## src/rtl/regfile_wb_arbiter_pkg.sv

```systemverilog
// Shared widths and requester encoding for the register-file writeback arbiter.
// Imported by the top level and by the round-robin arbiter.
package regfile_wb_arbiter_pkg;

    localparam int unsigned XLEN_DEF = 32;
    localparam int unsigned AW_DEF   = 5;
    localparam int unsigned NUM_REQ  = 2;

    // Requester index encoding, also the value held by the round-robin pointer
    localparam logic IDX_ALU = 1'b0;
    localparam logic IDX_LSU = 1'b1;

    typedef enum logic [1:0] {
        GNT_NONE = 2'b00,
        GNT_ALU  = 2'b01,
        GNT_LSU  = 2'b10
    } grant_e;

endpackage

```

## src/rtl/regfile_wb_arbiter_rr_arbiter2.sv

```systemverilog
// Two-way round-robin arbiter: a lone requester always wins, and a tie goes to
// the requester that was not granted last. The pointer moves only on a transfer.
module rr_arbiter2
    import regfile_wb_arbiter_pkg::*;
(
    input  logic       clk,
    input  logic       rst,
    input  logic [1:0] req,
    input  logic       advance,
    output logic [1:0] grant
);

    logic   r_last_grant;
    grant_e w_grant;

    always_comb begin
        w_grant = GNT_NONE;
        unique case (req)
            2'b01:   w_grant = GNT_ALU;
            2'b10:   w_grant = GNT_LSU;
            2'b11: begin
                if (r_last_grant == IDX_ALU) begin
                    w_grant = GNT_LSU;
                end else begin
                    w_grant = GNT_ALU;
                end
            end
            default: w_grant = GNT_NONE;
        endcase
    end

    assign grant = w_grant;

    // Pointer resets to LSU so the first tie after reset goes to the ALU
    always_ff @(posedge clk) begin
        if (rst) begin
            r_last_grant <= IDX_LSU;
        end else if (advance && (w_grant != GNT_NONE)) begin
            if (w_grant == GNT_LSU) begin
                r_last_grant <= IDX_LSU;
            end else begin
                r_last_grant <= IDX_ALU;
            end
        end
    end

endmodule

```

## src/rtl/regfile_wb_arbiter.sv

```systemverilog
// Writeback arbiter: merges ALU and load-unit results into one register-file
// write port through a single draining stage, with source-pending reporting.
module regfile_wb_arbiter
    import regfile_wb_arbiter_pkg::*;
#(
    parameter int unsigned XLEN = XLEN_DEF,
    parameter int unsigned AW   = AW_DEF
) (
    input  logic            clk,
    input  logic            rst,

    input  logic            alu_valid,
    input  logic [AW-1:0]   alu_rd_addr,
    input  logic [XLEN-1:0] alu_data,
    output logic            alu_ready,

    input  logic            lsu_valid,
    input  logic [AW-1:0]   lsu_rd_addr,
    input  logic [XLEN-1:0] lsu_data,
    output logic            lsu_ready,

    input  logic            flush,

    output logic            we,
    output logic [AW-1:0]   rd_addr,
    output logic [XLEN-1:0] rd_din,

    input  logic [AW-1:0]   rs1_addr,
    input  logic [AW-1:0]   rs2_addr,
    output logic            rs1_pending,
    output logic            rs2_pending
);

    logic [1:0]      w_req;
    logic [1:0]      w_grant;
    logic            w_alu_xfer;
    logic            w_lsu_xfer;
    logic            w_xfer;
    logic [AW-1:0]   w_sel_addr;
    logic [XLEN-1:0] w_sel_data;
    logic            w_stg_live;

    logic            r_stg_valid;
    logic [AW-1:0]   r_stg_addr;
    logic [XLEN-1:0] r_stg_data;

    assign w_req = {lsu_valid, alu_valid};

    rr_arbiter2 u_rr_arbiter2 (
        .clk     (clk),
        .rst     (rst),
        .req     (w_req),
        .advance (w_xfer),
        .grant   (w_grant)
    );

    // Ready never depends on stage occupancy; it is only suppressed in reset
    assign alu_ready  = w_grant[IDX_ALU] & ~rst;
    assign lsu_ready  = w_grant[IDX_LSU] & ~rst;
    assign w_alu_xfer = alu_valid & alu_ready;
    assign w_lsu_xfer = lsu_valid & lsu_ready;
    assign w_xfer     = w_alu_xfer | w_lsu_xfer;

    always_comb begin
        w_sel_addr = alu_rd_addr;
        w_sel_data = alu_data;
        if (w_lsu_xfer) begin
            w_sel_addr = lsu_rd_addr;
            w_sel_data = lsu_data;
        end
    end

    // Stage holds a write for exactly one cycle; a new transfer beats flush
    always_ff @(posedge clk) begin
        if (rst) begin
            r_stg_valid <= 1'b0;
            r_stg_addr  <= '0;
            r_stg_data  <= '0;
        end else if (w_xfer) begin
            r_stg_valid <= 1'b1;
            r_stg_addr  <= w_sel_addr;
            r_stg_data  <= w_sel_data;
        end else begin
            r_stg_valid <= 1'b0;
            if (flush) begin
                r_stg_addr <= '0;
                r_stg_data <= '0;
            end
        end
    end

    assign we      = r_stg_valid & (r_stg_addr != '0);
    assign rd_addr = r_stg_addr;
    assign rd_din  = r_stg_data;

    // In reset the stage is about to be discarded, so only requests count
    assign w_stg_live = r_stg_valid & ~rst;

    function automatic logic src_pending(
        input logic [AW-1:0] rs,
        input logic          stg_v,
        input logic [AW-1:0] stg_a,
        input logic          alu_v,
        input logic [AW-1:0] alu_a,
        input logic          lsu_v,
        input logic [AW-1:0] lsu_a
    );
        logic hit;
        hit = (stg_v && (rs == stg_a)) ||
              (alu_v && (rs == alu_a)) ||
              (lsu_v && (rs == lsu_a));
        return (rs != '0) && hit;
    endfunction

    assign rs1_pending = src_pending(rs1_addr, w_stg_live, r_stg_addr,
                                     alu_valid, alu_rd_addr,
                                     lsu_valid, lsu_rd_addr);
    assign rs2_pending = src_pending(rs2_addr, w_stg_live, r_stg_addr,
                                     alu_valid, alu_rd_addr,
                                     lsu_valid, lsu_rd_addr);

endmodule

```

## config.mk

```make
export PLATFORM = sky130hd
export DESIGN_NAME = regfile_wb_arbiter
export DESIGN_NICKNAME = d
export VERILOG_FILES = /design/src/rtl/regfile_wb_arbiter_pkg.sv /design/src/rtl/regfile_wb_arbiter_rr_arbiter2.sv /design/src/rtl/regfile_wb_arbiter.sv
export SDC_FILE = /design/constraint.sdc
export NUM_CORES = 1
export LEC_CHECK = 0
export BUFFER_PORTS_ARGS = -buffer_cell sky130_fd_sc_hd__buf_2
export CAP_MARGIN = 5
export CORE_MARGIN = 2
export CORE_UTILIZATION = 44
export CTS_BUF_LIST = sky130_fd_sc_hd__clkbuf_8
export CTS_CLUSTER_SIZE = 10
export DETAILED_ROUTE_END_ITERATION = 16
export GPL_ROUTABILITY_DRIVEN = 0
export MAX_ROUTING_LAYER = met4
export PLACE_DENSITY_LB_ADDON = 0.3
export SLEW_MARGIN = 20
export SYNTH_ARGS = -nofsm -noshare
export SYNTH_HDL_FRONTEND = slang
export SYNTH_HIERARCHICAL = 1
export SYNTH_SLANG_ARGS = --single-unit
```

## constraint.sdc

```tcl
create_clock -name clk -period 1.8 [get_ports clk]
set_clock_uncertainty 0.05 [all_clocks]
set_input_delay 0.18 -clock clk [delete_from_list [all_inputs] [get_ports clk]]
set_output_delay 0.18 -clock clk [all_outputs]
set_load 0.01 [all_outputs]
```

* After elaboration in Yosys (flattened, before gate mapping)
Index checks and enable logic that the tools add are counted.
Word-level totals: register bits 39, input bits 89, output and inout bits 42, logic and storage cells 50
Operators by class: equality and inequality tests 10, multiplexer cells 10, bitwise operators 8, reduce and logical (&&, ||, !) cells 18
Operators with widths (count):
- $mux W32 | 3
- $eq A5 B5 Y1 | 6
- $mux W5 | 3
- $reduce_bool A5 Y1 | 3
- $logic_and A1 B1 Y1 | 9
- $and A1 B1 Y1 | 6
- $eq A2 B2 Y1 const B | 3
- $pmux W2 S3 | 1
- $logic_or A1 B1 Y1 | 4
- $reduce_bool A2 Y1 | 2
- $eq A2 B1 Y1 const B | 1
- $mux W1 | 2
- $mux W2 | 1
- $not A1 Y1 | 1
- $or A1 B1 Y1 | 1

* Longest topological paths before layout
Gate-level depths: netlist of run 1.
depth after elaboration 6, depth in mapped cells 8, mapped depth without buffers 7

* Modules after synthesis
Netlist of run 1, hierarchy kept.
By module, submodules not included:
- regfile_wb_arbiter | instances 1, cells an instance 183, area each 2000.7 um2, sequential area each 760.7 um2
- rr_arbiter2 | instances 1, cells an instance 7, area each 61.3 um2, sequential area each 20.0 um2

* Worst setup path after synthesis of run 1
No wires, ideal clock.
path type reg-to-reg, start register u_rr_arbiter2.r_last_grant, end register r_stg_addr[0] (netlist: rd_addr[0]), setup time 0.126 ns, arrival time 1.274 ns, required time 1.624 ns, setup slack 0.349 ns, cell stages (with the launch flop) 8, path buffers 2, clock period less this slack 1.451 ns, cell sequence dfxtp_1 a21boi_0 nand2_1 or2_1 buf_6 buf_6 mux2i_1 o2bb2ai_1
On the way: cells in the longest elaborated chain, start to end 6, elaborated cells on any way between the ends 10, classes of those cells mux: 4; bitwise: 5; reduce/logical: 1
RTL lines:
- from (decl) | line regfile_wb_arbiter_rr_arbiter2.sv:13 | logic r_last_grant;
- from (signal assigned) | line regfile_wb_arbiter_rr_arbiter2.sv:37 | r_last_grant <= IDX_LSU;
- from (signal assigned) | line regfile_wb_arbiter_rr_arbiter2.sv:40 | r_last_grant <= IDX_LSU;
- from (signal assigned) | line regfile_wb_arbiter_rr_arbiter2.sv:42 | r_last_grant <= IDX_ALU;
- $mux W2 (*) | line regfile_wb_arbiter_rr_arbiter2.sv:22 | if (r_last_grant == IDX_ALU) begin
- $pmux W2 S3 (*) | line regfile_wb_arbiter_rr_arbiter2.sv:18 | unique case (req)
- via w_grant[1] | line regfile_wb_arbiter.sv:35 | logic [1:0] w_grant;
- $and A1 B1 Y1 (*) | line regfile_wb_arbiter.sv:59 | assign lsu_ready = w_grant[IDX_LSU] & ~rst;
- $and A1 B1 Y1 (*) | line regfile_wb_arbiter.sv:61 | assign w_lsu_xfer = lsu_valid & lsu_ready;
- $mux W5 / $or A1 B1 Y1 (equally long branches) | line regfile_wb_arbiter.sv:67, regfile_wb_arbiter.sv:62
- $mux W5 / $reduce_bool A2 Y1 (equally long branches)
- to (signal assigned) | line regfile_wb_arbiter.sv:81 | r_stg_addr <= w_sel_addr;
- to (decl) | line regfile_wb_arbiter.sv:44 | logic [AW-1:0] r_stg_addr;
The timed path passes the listed nets; every way through them passes the cells marked *. A chain may end at the register's enable or synchronous reset.

* Final worst setup path of run 1
start register r_stg_addr[2] (netlist: rd_addr[2]), end output rs2_pending
On the way: cells in the longest elaborated chain, start to end 5
RTL lines:
- $eq A5 B5 Y1 | line regfile_wb_arbiter.sv:109 | hit = (stg_v && (rs == stg_a)) ||
- $logic_and A1 B1 Y1 | line regfile_wb_arbiter.sv:109
- $logic_or A1 B1 Y1 | line regfile_wb_arbiter.sv:109
- $logic_or A1 B1 Y1 | line regfile_wb_arbiter.sv:110 | (alu_v && (rs == alu_a)) ||
- $logic_and A1 B1 Y1 | line regfile_wb_arbiter.sv:112 | return (rs != '0) && hit;
- to (decl) | line regfile_wb_arbiter.sv:31 | output logic rs2_pending
Every way passes these cells.

==> implementation parameters, run 1 <==
Parameter                              Value

Critical path
  Crit path max-delay cell type    sky130_fd_sc_hd__dfxtp_2
  Cells along the critical path    xor2_1 -> nor4_1 -> a32oi_1 -> a21oi_1 -> buf_2
  Flop-to-flop setup slack    0.15 ns
  Element type at the critical path start    flop
  Worst setup EP type    output pin
  Top fanout value on the critical path    5
  Cell family with the largest share of critical-path delay    flip-flops
  Type of the worst setup path    flop to output pin
  Crit path required time    approximately 1.6 ns
  Crit path arrival time    between 1 and 1.5 ns
  Worst stage delay on the critical path    between 0.3 and 0.4 ns
  Critical path buffers and inverters    1

Timing
  Rel. slew slack    0.652
  Worst-margin pin slew    between 0.5 and 0.6 ns
  Final worst-path cycle share    0.949
  Post-route worst setup slack    just over 0.09 ns
  Crit path time final    1.71 ns
  Final number of max-transition violations    0
  Final hold violation count    0
  Final setup vio count    0
  Fmax    about 590 MHz
  Setup repair after global routing missed its margin    yes

Global route
  Overflow left after global routing    0
  Total Routing Usage GR    0.214
  Largest net degree at the start of global routing    39
  Initial antenna violation count    0
  Via count of the first global-routing pass    approximately 1800
  Global-route wire length before repair    ~8500 um

Detailed routing
  Via/cell ratio    just over 5
  Total vias in the final route    roughly 1900
  Routed len/inst    approximately 14 um
  Sum of routed wire length over all layers    5440 um
  Antenna-violating nets left    0
  Number of DRC markers in iteration 0    between 70 and 80
  DR pass1 iterations    4
  Residual DRC    0

Power
  Leakage dissipation    roughly 1.6 nW
  Clk pwr share    0.285
  Share of total power in combinational logic    0.223
  Internal Dissipation    about 1.4 mW
  Switching Fraction    0.277
  Worst vdd rail ir drop    about 490 uV
  Switching Power    about 0.54 mW
  Pwr per Cell Area    669 nW/um^2
  Total design power    about 1.9 mW
  Flop pwr share    0.492

Clocking
  Clock tree from TritonCTS    built
  Clk Latency, worst-skew pair    roughly 0.28 ns
  Clock-pin slew reported for the worst setup and hold paths after clock tree synthesis    about 0.07 ns
  Number of buffers on the longest clock path    2
  Number of H-tree branching levels    2
  Clock root cell    sky130_fd_sc_hd__clkbuf_8
  CTS Buf Count    5
  Number of clock sinks    39

Final layout
  Signed area change from the synthesized netlist to the final layout    40.1%
  Leading cell type in the layout, fill and taps excluded    sky130_fd_sc_hd__buf_2
  Number of diodes    0
  Commonest non-fill, non-tap cells in the layout    sky130_fd_sc_hd__buf_2, sky130_fd_sc_hd__mux2i_1, sky130_fd_sc_hd__o2bb2ai_1
  Number of nets at the end of the flow    approximately 420
  Share of post-route cells with drive strength above 1    0.489
  Filler Cell Count    roughly 380

Synthesis
  Mean instance size in the synthesized netlist    approximately 11 sq um
  Cell count after synthesis    190
  Post-synthesis cell type count    26
  Cell Area, Synth    roughly 2100 sq um
  Flop and latch count out of synthesis    39
  Syn Nets    around 280
  Fraction of the yosys area taken by sequential cells    0.379
  Warning count from the yosys run    6

Die
  Top-Level Pins    between 100 and 150
  Overall die area    5250 sq um
  Count of standard-cell rows    24
  Die span in y    approximately 72 um
  Core Area    4440 sq um
  Initial core utilization    0.464
  Die Wd    between 70 and 80 um

Job
  Count of maximum capacitance violations    0

Run status
  Outcome    completed

Placed design
  Placement-stage worst setup slack    -0.145 ns
  PortBufs    130
  HPWL after detailed placement    4030 um

Min path
  Classification of the worst-slack hold path    input port to flop
==> synth_stat cells, drive strengths merged <==
library cell / number / share of area
nor4: 6 / 0.018
nor3: 1 / 0.0079
clkbuf: 3 / 0.0055
o21bai: 1 / 0.0055
a21oi: 3 / 0.0073
a21o: 1 / 0.0042
nand3: 2 / 0.0049
mux2i: 37 / 0.18
nor2: 4 / 0.0073
a21boi: 2 / 0.0073
a32oi: 2 / 0.0085
and3: 1 / 0.0030
buf: 8 / 0.041
xor2: 26 / 0.11
and2b: 2 / 0.0073
dfxtp: 39 / 0.38
or2: 1 / 0.0030
o2bb2ai: 37 / 0.16
or4: 3 / 0.011
nand2: 2 / 0.0036
inv: 3 / 0.0055
nand2b: 1 / 0.0030
xnor2: 4 / 0.017
o21a: 1 / 0.0036
==> path summary, 6_finish.rpt <==
kind / startpoint / endpoint / cells past startpoint
hold reg to reg: rd_din[9]$_SDFFE_PP0P_ / rd_din[9]$_SDFFE_PP0P_ / 1
hold / removal: lsu_data[30] / rd_din[30]$_SDFFE_PP0P_ / 3
setup / recovery: rd_addr[2]$_SDFFE_PP0P_ / rs2_pending / 5
setup reg to reg: u_rr_arbiter2/r_last_grant$_SDFFE_PP1P_ / rd_din[13]$_SDFFE_PP0P_ / 9
==> area by class of cell <==
cell class,count,area [sq um],share of cell area
Clock buffer,5,68.8,0.0238
Inverter,3,11.3,0.00390
Multi-Input combinational cell,138,1190,0.414
Tap cell,52,65.1,0.0225
Clock inverter,3,16.3,0.00563
Sequential cell,39,787,0.272
Timing Repair Buffer,141,746,0.258
==> cell families (layout without fill, tap and decap cells) <==
| logic type | after synthesis | after routing | share of synthesized area |
|---|---|---|---|
| xor+xnor | 30 | 30 | 0.127 |
| flops | 39 | 39 | 0.379 |
| compound gates | 47 | 47 | 0.194 |
| mux | 37 | 37 | 0.180 |
| simple gates | 23 | 24 | 0.0692 |
| buf+inv | 14 | 152 | 0.0516 |
==> sequential cells by signal, summed over array words and instances (netlist names) <==
signal                      flops
rd_din                         32
rd_addr                         5
r_stg_valid                     1
u_rr_arbiter2/r_last_grant      1
==> stage by stage <==
stage / hold WS, ns / cells / TNS, ns / area (sq um) / util
3_5_place_dp: 0.394 / 369 / -2.13 / 2760 / 0.620
3_3_place_gp: 0.391 / 369 / -1.66 / 2760 / 0.620
4_1_cts: 0.115 / 378 / 0 / 2850 / 0.641
2_1_floorplan: 0.240 / 190 / 0 / 2060 / -
5_1_grt: 0.126 / 381 / -0.00697 / 2890 / 0.650
6_report: 0.125 / 381 / 0 / 2890 / 0.650
==> metal layers <==
layer  part of all wire  track usage  vias up
li1                   -            -      995
met1               0.46        0.276      867
met2               0.47        0.341       83
met3              0.063       0.0472        4
met4             0.0070       0.0535        0
met5                  0            -        -
==> what timing repair did <==
action | in CTS | in global routing
setup buffers | 0 | 3
endpoints found under the setup margin | 16 | 31
cloned | 1 | 0
pin swaps | 1 | 2
resized for setup | 0 | 9
hold buffers | 0 | 0
==> tightest hold or removal path, stage by stage <==
cell and delay (ns):
sky130_fd_sc_hd__buf_2 0.07, sky130_fd_sc_hd__mux2i_1 0.05, sky130_fd_sc_hd__o2bb2ai_1 0.12
==> power by group through the flow <==
stage	clock network (mW)	registers, mW	logic [mW]
after floorplan	0	0.988	0.188
after global placement	0	0.969	0.412
after detailed placement	0	0.968	0.418
after CTS	0.573	0.950	0.425
after global routing	0.603	0.958	0.472
final	0.550	0.952	0.432
Note: power is estimated with default switching activity, not from simulation.
==> run 2: changes to the inputs <==
Settings changed: SYNTH_HIERARCHICAL 1 to default.
==> implementation parameters, run 2 <==
Parameter                              Value

Critical path
  Crit path arrival time    1.49 ns (about the same)
  Critical path buffers and inverters    1 (unchanged)
  Element type at the critical path start    flop
  Crit path max-delay cell type    sky130_fd_sc_hd__dfxtp_4
  Crit path required time    1.57 ns (about the same)
  Worst stage delay on the critical path    0.37 ns (about the same)
  Worst setup EP type    output pin
  Type of the worst setup path    flop to output pin
  Top fanout value on the critical path    5 (unchanged)
  Cells along the critical path    xor2_1 -> nor4_2 -> a32oi_1 -> a21oi_1 -> buf_2
  Cell family with the largest share of critical-path delay    flip-flops

Timing
  Crit path time final    1.72 ns (+0.0116 ns)
  Rel. slew slack    0.755 (+0.103)
  Final number of max-transition violations    0 (unchanged)
  Fmax    581 MHz (-0.68%)
  Worst-margin pin slew    0.367 ns (-0.153 ns)
  Final setup vio count    0 (unchanged)
  Final worst-path cycle share    0.956 (+0.00647)
  Final hold violation count    0 (unchanged)
  Setup repair after global routing missed its margin    yes

Detailed routing
  Top layer used by detailed routing    met4
  Routed len/inst    12.8 um (-10%)
  Number of DRC markers in iteration 0    79 (+1.3%)
  Residual DRC    0 (unchanged)
  DR pass1 iterations    4 (unchanged)
  Met1 Routed Length    2190 um (-12%)
  Antenna-violating nets left    0 (unchanged)
  Total vias in the final route    2003 (+2.8%)
  Sum of routed wire length over all layers    5210 um (-4.1%)
  Via/cell ratio    4.92 (-3.8%)
  Met3 WL post-DR    311 um (-8.8%)
  Met2 WL post-DR    2680 um (+4.8%)

Clocking
  Number of H-tree branching levels    2 (unchanged)
  Clk Latency, worst-skew pair    0.28 ns (about the same)
  CTS Buf Count    5 (unchanged)
  Clock tree from TritonCTS    built
  Number of clock sinks    39 (unchanged)
  Quantity of hold-fixing buffers added after cts    0 (unchanged)
  Clock root cell    sky130_fd_sc_hd__clkbuf_8
  Number of buffers on the longest clock path    2 (unchanged)
  Clock-pin slew reported for the worst setup and hold paths after clock tree synthesis    0.07 ns (about the same)

Synthesis
  Top cells by area in the synthesized netlist    sky130_fd_sc_hd__dfxtp_1, sky130_fd_sc_hd__mux2i_1, sky130_fd_sc_hd__xor2_1
  Mean instance size in the synthesized netlist    9.15 sq um (-16%)
  Cell count after synthesis    222 (+17%)
  Most instantiated library cell after synthesis    sky130_fd_sc_hd__dfxtp_1
  Warning count from the yosys run    0 (-6)
  Yosys top cell area share    0.384 (+0.00560)
  Fraction of the yosys area taken by sequential cells    0.384 (+0.00560)
  Flop and latch count out of synthesis    39 (unchanged)
  Proportion of synthesized flip-flops having asynchronous set or reset    0 (unchanged)
  Post-synthesis cell type count    25 (-3.8%)
  Syn Nets    311 (+11%)
  Dominant register cell in the synthesized netlist    sky130_fd_sc_hd__dfxtp_1
  Post-synth top cells    sky130_fd_sc_hd__dfxtp_1, sky130_fd_sc_hd__nand2_1, sky130_fd_sc_hd__mux2i_1
  Cell Area, Synth    2030 sq um (-1.5%)
  Count of flip-flops with a built-in enable after synthesis    0 (unchanged)
  Synth area leader    sky130_fd_sc_hd__dfxtp_1

Final layout
  Sequential cell area    791 sq um (+0.48%)
  Non-filler instance count after layout    407 (+6.8%)
  Leading cell type in the layout, fill and taps excluded    sky130_fd_sc_hd__buf_2
  Filler Cell Count    421 (+12%)
  Share of post-route cells with drive strength above 1    0.434 (-0.0556)
  Core utilization of the finished layout    0.643 (-0.00663)
  Flip-flop count of the largest register, all copies and words added    32 (unchanged)
  Commonest non-fill, non-tap cells in the layout    sky130_fd_sc_hd__buf_2, sky130_fd_sc_hd__nand2_1, sky130_fd_sc_hd__mux2i_1
  Number of diodes    0 (unchanged)
  Signed area change from the synthesized netlist to the final layout    39.8%
  Area used by multi-input combinational logic    1180 sq um (-0.94%)
  Number of nets at the end of the flow    443 (+6.2%)

Die
  Die span in y    72.0 um (-0.69%)
  Die Wd    72.0 um (-0.69%)
  Initial core utilization    0.460 (-0.00365)
  Top-Level Pins    131 (unchanged)
  Overall die area    5180 sq um (-1.4%)
  Count of standard-cell rows    24 (unchanged)
  Core Area    4410 sq um (-0.68%)

Global route
  Overflow left after global routing    0 (unchanged)
  Via count of the first global-routing pass    1879 (+4.9%)
  Total Routing Usage GR    0.203 (-0.0107)
  Largest net degree at the start of global routing    38 (-2.6%)
  Global-route wire length before repair    8100 um (-4.2%)
  Initial antenna violation count    0 (unchanged)

Placed design
  HPWL after detailed placement    4070 um (+1.0%)
  PortBufs    130 (unchanged)
  Cells after DPL    398 (+7.9%)

Power
  Leakage dissipation    1.56 nW (-4.1%)
  Worst vdd rail ir drop    419 uV (-15%)
  Share of total power in combinational logic    0.228 (+0.005)
  Switching Fraction    0.280 (+0.00336)
  Flop pwr share    0.491 (about the same)
  Total design power    1.96 mW (+1.5%)
  Switching Power    0.550 mW (+2.7%)
  Pwr per Cell Area    691 nW/um^2 (+3.2%)
  Internal Dissipation    1.41 mW (+0.98%)
  Clk pwr share    0.281 (-0.004)

Min path
  Classification of the worst-slack hold path    input port to flop

Run status
  Outcome    completed

Job
  Count of maximum capacitance violations    0 (unchanged)
## run 2: cell types whose count changed after synthesis, moves of 2 or more
cell	change
sky130_fd_sc_hd__nand2_1	+36
sky130_fd_sc_hd__o21ai_1	+25
sky130_fd_sc_hd__a21boi_0	-2
sky130_fd_sc_hd__and2b_1	-2
sky130_fd_sc_hd__o2bb2ai_1	-37
sky130_fd_sc_hd__o21ai_0	+13
sky130_fd_sc_hd__inv_2	-2
## run 2: what timing repair did
action	CTS	global route
buffers inserted	0	1
cloned	0	0
resized for setup	1	9
setup endpoints to repair	1	2
pin swaps	0	6
## run 2: cells by family after synthesis
logic type	count (synthesis)	share of synthesized area
muxes	37	0.182
DFF	39	0.384
AOI/OAI and AO/OA	44	0.115
xor gates and xnor gates	30	0.129
and+or+nand+nor	59	0.141
buffers and inverters	13	0.0486
## run 2: per-stage QoR
stage               instance area (sq um)  TNS [ns]  setup slack [ns]  hold slack, ns
floorplan                            2030         0             0.488           0.231
global placement                     2710         0             0.370           0.379
detailed placement                   2710         0             0.306           0.391
CTS                                  2800         0           0.00744          0.0937
global route                         2840   -0.0656           -0.0478           0.114
finish                               2840         0            0.0800           0.103
## run 2: area by class of cell
cell class	count	area share
Sequential cell	39	0.278
Multi-Input combinational cell	170	0.417
Clock inverter	3	0.00573
Clock buffer	5	0.0242
Timing Repair Buffer	136	0.249
Tap cell	52	0.0229
Inverter	2	0.00264
## run 2: path summary, 6_finish.rpt
path,start,to,slack [ns],cells past startpoint
setup / recovery,rd_addr[0]$_SDFFE_PP0P_,rs2_pending,0.08,5
hold / removal,lsu_data[9],rd_din[9]$_SDFFE_PP0P_,0.10,3
setup reg to reg,u_rr_arbiter2.r_last_grant$_SDFFE_PP1P_,rd_din[31]$_SDFFE_PP0P_,0.46,5
hold reg to reg,rd_din[15]$_SDFFE_PP0P_,rd_din[15]$_SDFFE_PP0P_,0.40,2
## run 2: layer usage
| metal | up-vias | global-route usage |
|---|---|---|
| li1 | 1033 | - |
| met5 | - | - |
| met4 | 0 | 0.0440 |
| met3 | 5 | 0.0444 |
| met2 | 69 | 0.362 |
| met1 | 896 | 0.234 |
## run 2: power groups by stage
stage          combinational, mW  clock [mW]  sequential (mW)
2_1_floorplan              0.194           0             1.01
3_3_place_gp               0.430           0            0.979
3_5_place_dp               0.441           0            0.981
4_1_cts                    0.441       0.570            0.963
5_1_grt                    0.494       0.605            0.970
6_report                   0.447       0.552            0.963
## run 2: tightest hold or removal path: stages
cell and delay, ns:
sky130_fd_sc_hd__buf_2 0.07, sky130_fd_sc_hd__mux2i_1 0.05, sky130_fd_sc_hd__o21ai_1 0.10
==> run 3: changes to the inputs <==
Settings changed: BUFFER_PORTS_ARGS -buffer_cell sky130_fd_sc_hd__buf_2 to default, CORE_UTILIZATION 44 to 65, DONT_BUFFER_PORTS from default to 1, SLEW_MARGIN 20 to default.
==> implementation parameters, run 3 (synthesis results as in run 2) <==
Parameter                              Value

Final layout
  Core utilization of the finished layout    0.715 (+0.0716)
  Leading cell type in the layout, fill and taps excluded    sky130_fd_sc_hd__nand2_1
  Filler Cell Count    222 (-47%)
  Number of nets at the end of the flow    314 (-29%)
  Layout Cell Area excl Fill    2150 sq um (-24%)
  Share of post-route cells with drive strength above 1    0.0800 (-0.354)
  Signed area change from the synthesized netlist to the final layout    5.67%
  Number of diodes    0 (unchanged)
  Flip-flop count of the largest register, all copies and words added    32 (unchanged)
  Commonest non-fill, non-tap cells in the layout    sky130_fd_sc_hd__nand2_1, sky130_fd_sc_hd__mux2i_1, sky130_fd_sc_hd__dfxtp_1

Die
  Overall die area    3590 sq um (-31%)
  Die span in y    59.9 um (-17%)
  Count of standard-cell rows    20 (-17%)
  Core Area    3000 sq um (-32%)
  Die Wd    59.9 um (-17%)
  Top-Level Pins    131 (unchanged)
  Initial core utilization    0.677 (+0.216)

Clocking
  Clock-pin slew reported for the worst setup and hold paths after clock tree synthesis    0.07 ns (about the same)
  Number of H-tree branching levels    2 (unchanged)
  Clk Latency, worst-skew pair    0.28 ns (about the same)
  Number of buffers added for setup after CTS    0 (unchanged)
  Clock tree from TritonCTS    built
  Number of buffers on the longest clock path    2 (unchanged)
  Number of clock sinks    39 (unchanged)
  CTS Buf Count    5 (unchanged)
  Clock root cell    sky130_fd_sc_hd__clkbuf_8

Global route
  Global-route wire length before repair    6650 um (-18%)
  Via count of the first global-routing pass    1538 (-18%)
  GRT Max-Usage Layer    met2
  GR Layer Usage met2    0.422 (+0.0602)
  Met3 capacity usage during global routing    0.0693 (+0.0248)
  Total Routing Usage GR    0.252 (+0.0489)
  Overflow left after global routing    0 (unchanged)
  Largest net degree at the start of global routing    39 (+2.6%)
  Initial antenna violation count    0 (unchanged)
  Met1 capacity usage during global routing    0.276 (+0.0419)

Critical path
  Critical path buffers and inverters    0 (-1)
  Cell family with the largest share of critical-path delay    flip-flops
  Crit path max-delay cell type    sky130_fd_sc_hd__dfxtp_2
  Element type at the critical path start    flop
  Worst stage delay on the critical path    0.36 ns (about the same)
  Number of cell instances on the worst register-to-register path    5 (unchanged)
  Crit path required time    1.57 ns (about the same)
  Instance count on the critical path    4 (-1)
  Worst setup EP type    output pin
  Worst setup startpoint    rd_addr[2]$_SDFFE_PP0P_
  Crit Reg-Reg Startpoint    u_rr_arbiter2.r_last_grant$_SDFFE_PP1P_
  Cells along the critical path    xor2_1 -> nor4_1 -> a32oi_1 -> a21oi_1
  Type of the worst setup path    flop to output pin
  Crit path arrival time    1.49 ns (about the same)
  Top fanout value on the critical path    5 (unchanged)

Min path
  Hold Crit Depth    2 (-1)
  Classification of the worst-slack hold path    input port to flop
  Hold path startpoint    lsu_data[17]

Detailed routing
  Routed len/inst    18.0 um (+40%)
  Total vias in the final route    1627 (-19%)
  Antenna-violating nets left    0 (unchanged)
  Number of DRC markers in iteration 0    128 (+62%)
  DR pass1 iterations    4 (unchanged)
  Sum of routed wire length over all layers    4640 um (-11%)
  Residual DRC    0 (unchanged)
  Via/cell ratio    6.31 (+28%)

Power
  Worst vdd rail ir drop    574 uV (+37%)
  Leakage dissipation    1.01 nW (-35%)
  Pwr per Cell Area    841 nW/um^2 (+22%)

Timing
  Hold Slack    0.0214 ns (-0.0816 ns)
  Worst-margin pin slew    0.435 ns (+0.0674 ns)
  Final hold violation count    0 (unchanged)
  Crit path time final    1.72 ns (-0.00273 ns)
  Fmax    582 MHz (+0.16%)
  Final number of max-transition violations    0 (unchanged)
  Final setup vio count    0 (unchanged)
  Setup_tns    0 ns (unchanged)
  Rel. slew slack    0.710 (-0.0455)
  Setup repair after global routing missed its margin    no
  Final worst-path cycle share    0.954 (-0.00152)

Placed design
  HPWL after detailed placement    3490 um (-14%)
  Placed cell area    2040 sq um (-25%)
  PortBufs    0 (-100%)

Job
  Count of maximum capacitance violations    0 (unchanged)

Run status
  Outcome    completed
-- run 3: changes by cell type in the layout (fill, tap and decap cells not counted), sizes merged --
| cell | previous run | this run |
|---|---|---|
| buf | 136 | 5 |
| clkbuf | 5 | 6 |
| clkinvlp | 1 | 0 |
| dlygate4sd3 | 0 | 2 |
| inv | 3 | 2 |
-- run 3: layer usage --
layer  wire, um  vias up
li1           -      775
met1       1840      759
met2       2340       84
met3        381        9
met4         82        0
met5          0        -
-- run 3: path summary, 6_finish.rpt --
path,to,slack (ns)
worst max-delay path,rs1_pending,0.08
worst min-delay path,rd_din[17]$_SDFFE_PP0P_,0.02
worst max register to register,rd_din[28]$_SDFFE_PP0P_,0.45
worst min register to register,rd_din[17]$_SDFFE_PP0P_,0.45
-- run 3: layout make-up --
class	count	area (sq um)	area share
clock inverter	1	5.00	0.00233
inverter	2	7.51	0.00350
multi-input combinational	170	1160	0.538
sequential	39	785	0.365
tap	33	41.3	0.0192
timing repair buffer	7	70.1	0.0326
clock buffer	6	82.6	0.0385
-- run 3: repair_timing --
item,CTS,global route
gates resized for setup,0,3
endpoints found under the setup margin,0,1
hold buffers,2,0
endpoints found under the hold margin,1,0
-- run 3: metrics by stage --
step / worst slack, ns / std cells / power (mW)
4_1_cts: 0.0297 / 258 / 1.82
3_5_place_dp: 0.339 / 249 / 1.24
2_1_floorplan: 0.488 / 222 / 1.20
5_1_grt: 0.0314 / 258 / 1.88
6_report: 0.0827 / 258 / 1.81
3_3_place_gp: 0.418 / 249 / 1.23
-- run 3: report_power, final --
| part | internal [mW] | switching, mW |
|---|---|---|
| combinational | 0.117 | 0.110 |
| sequential | 0.926 | 0.0765 |
| clock | 0.300 | 0.276 |
| total | 1.34 | 0.463 |
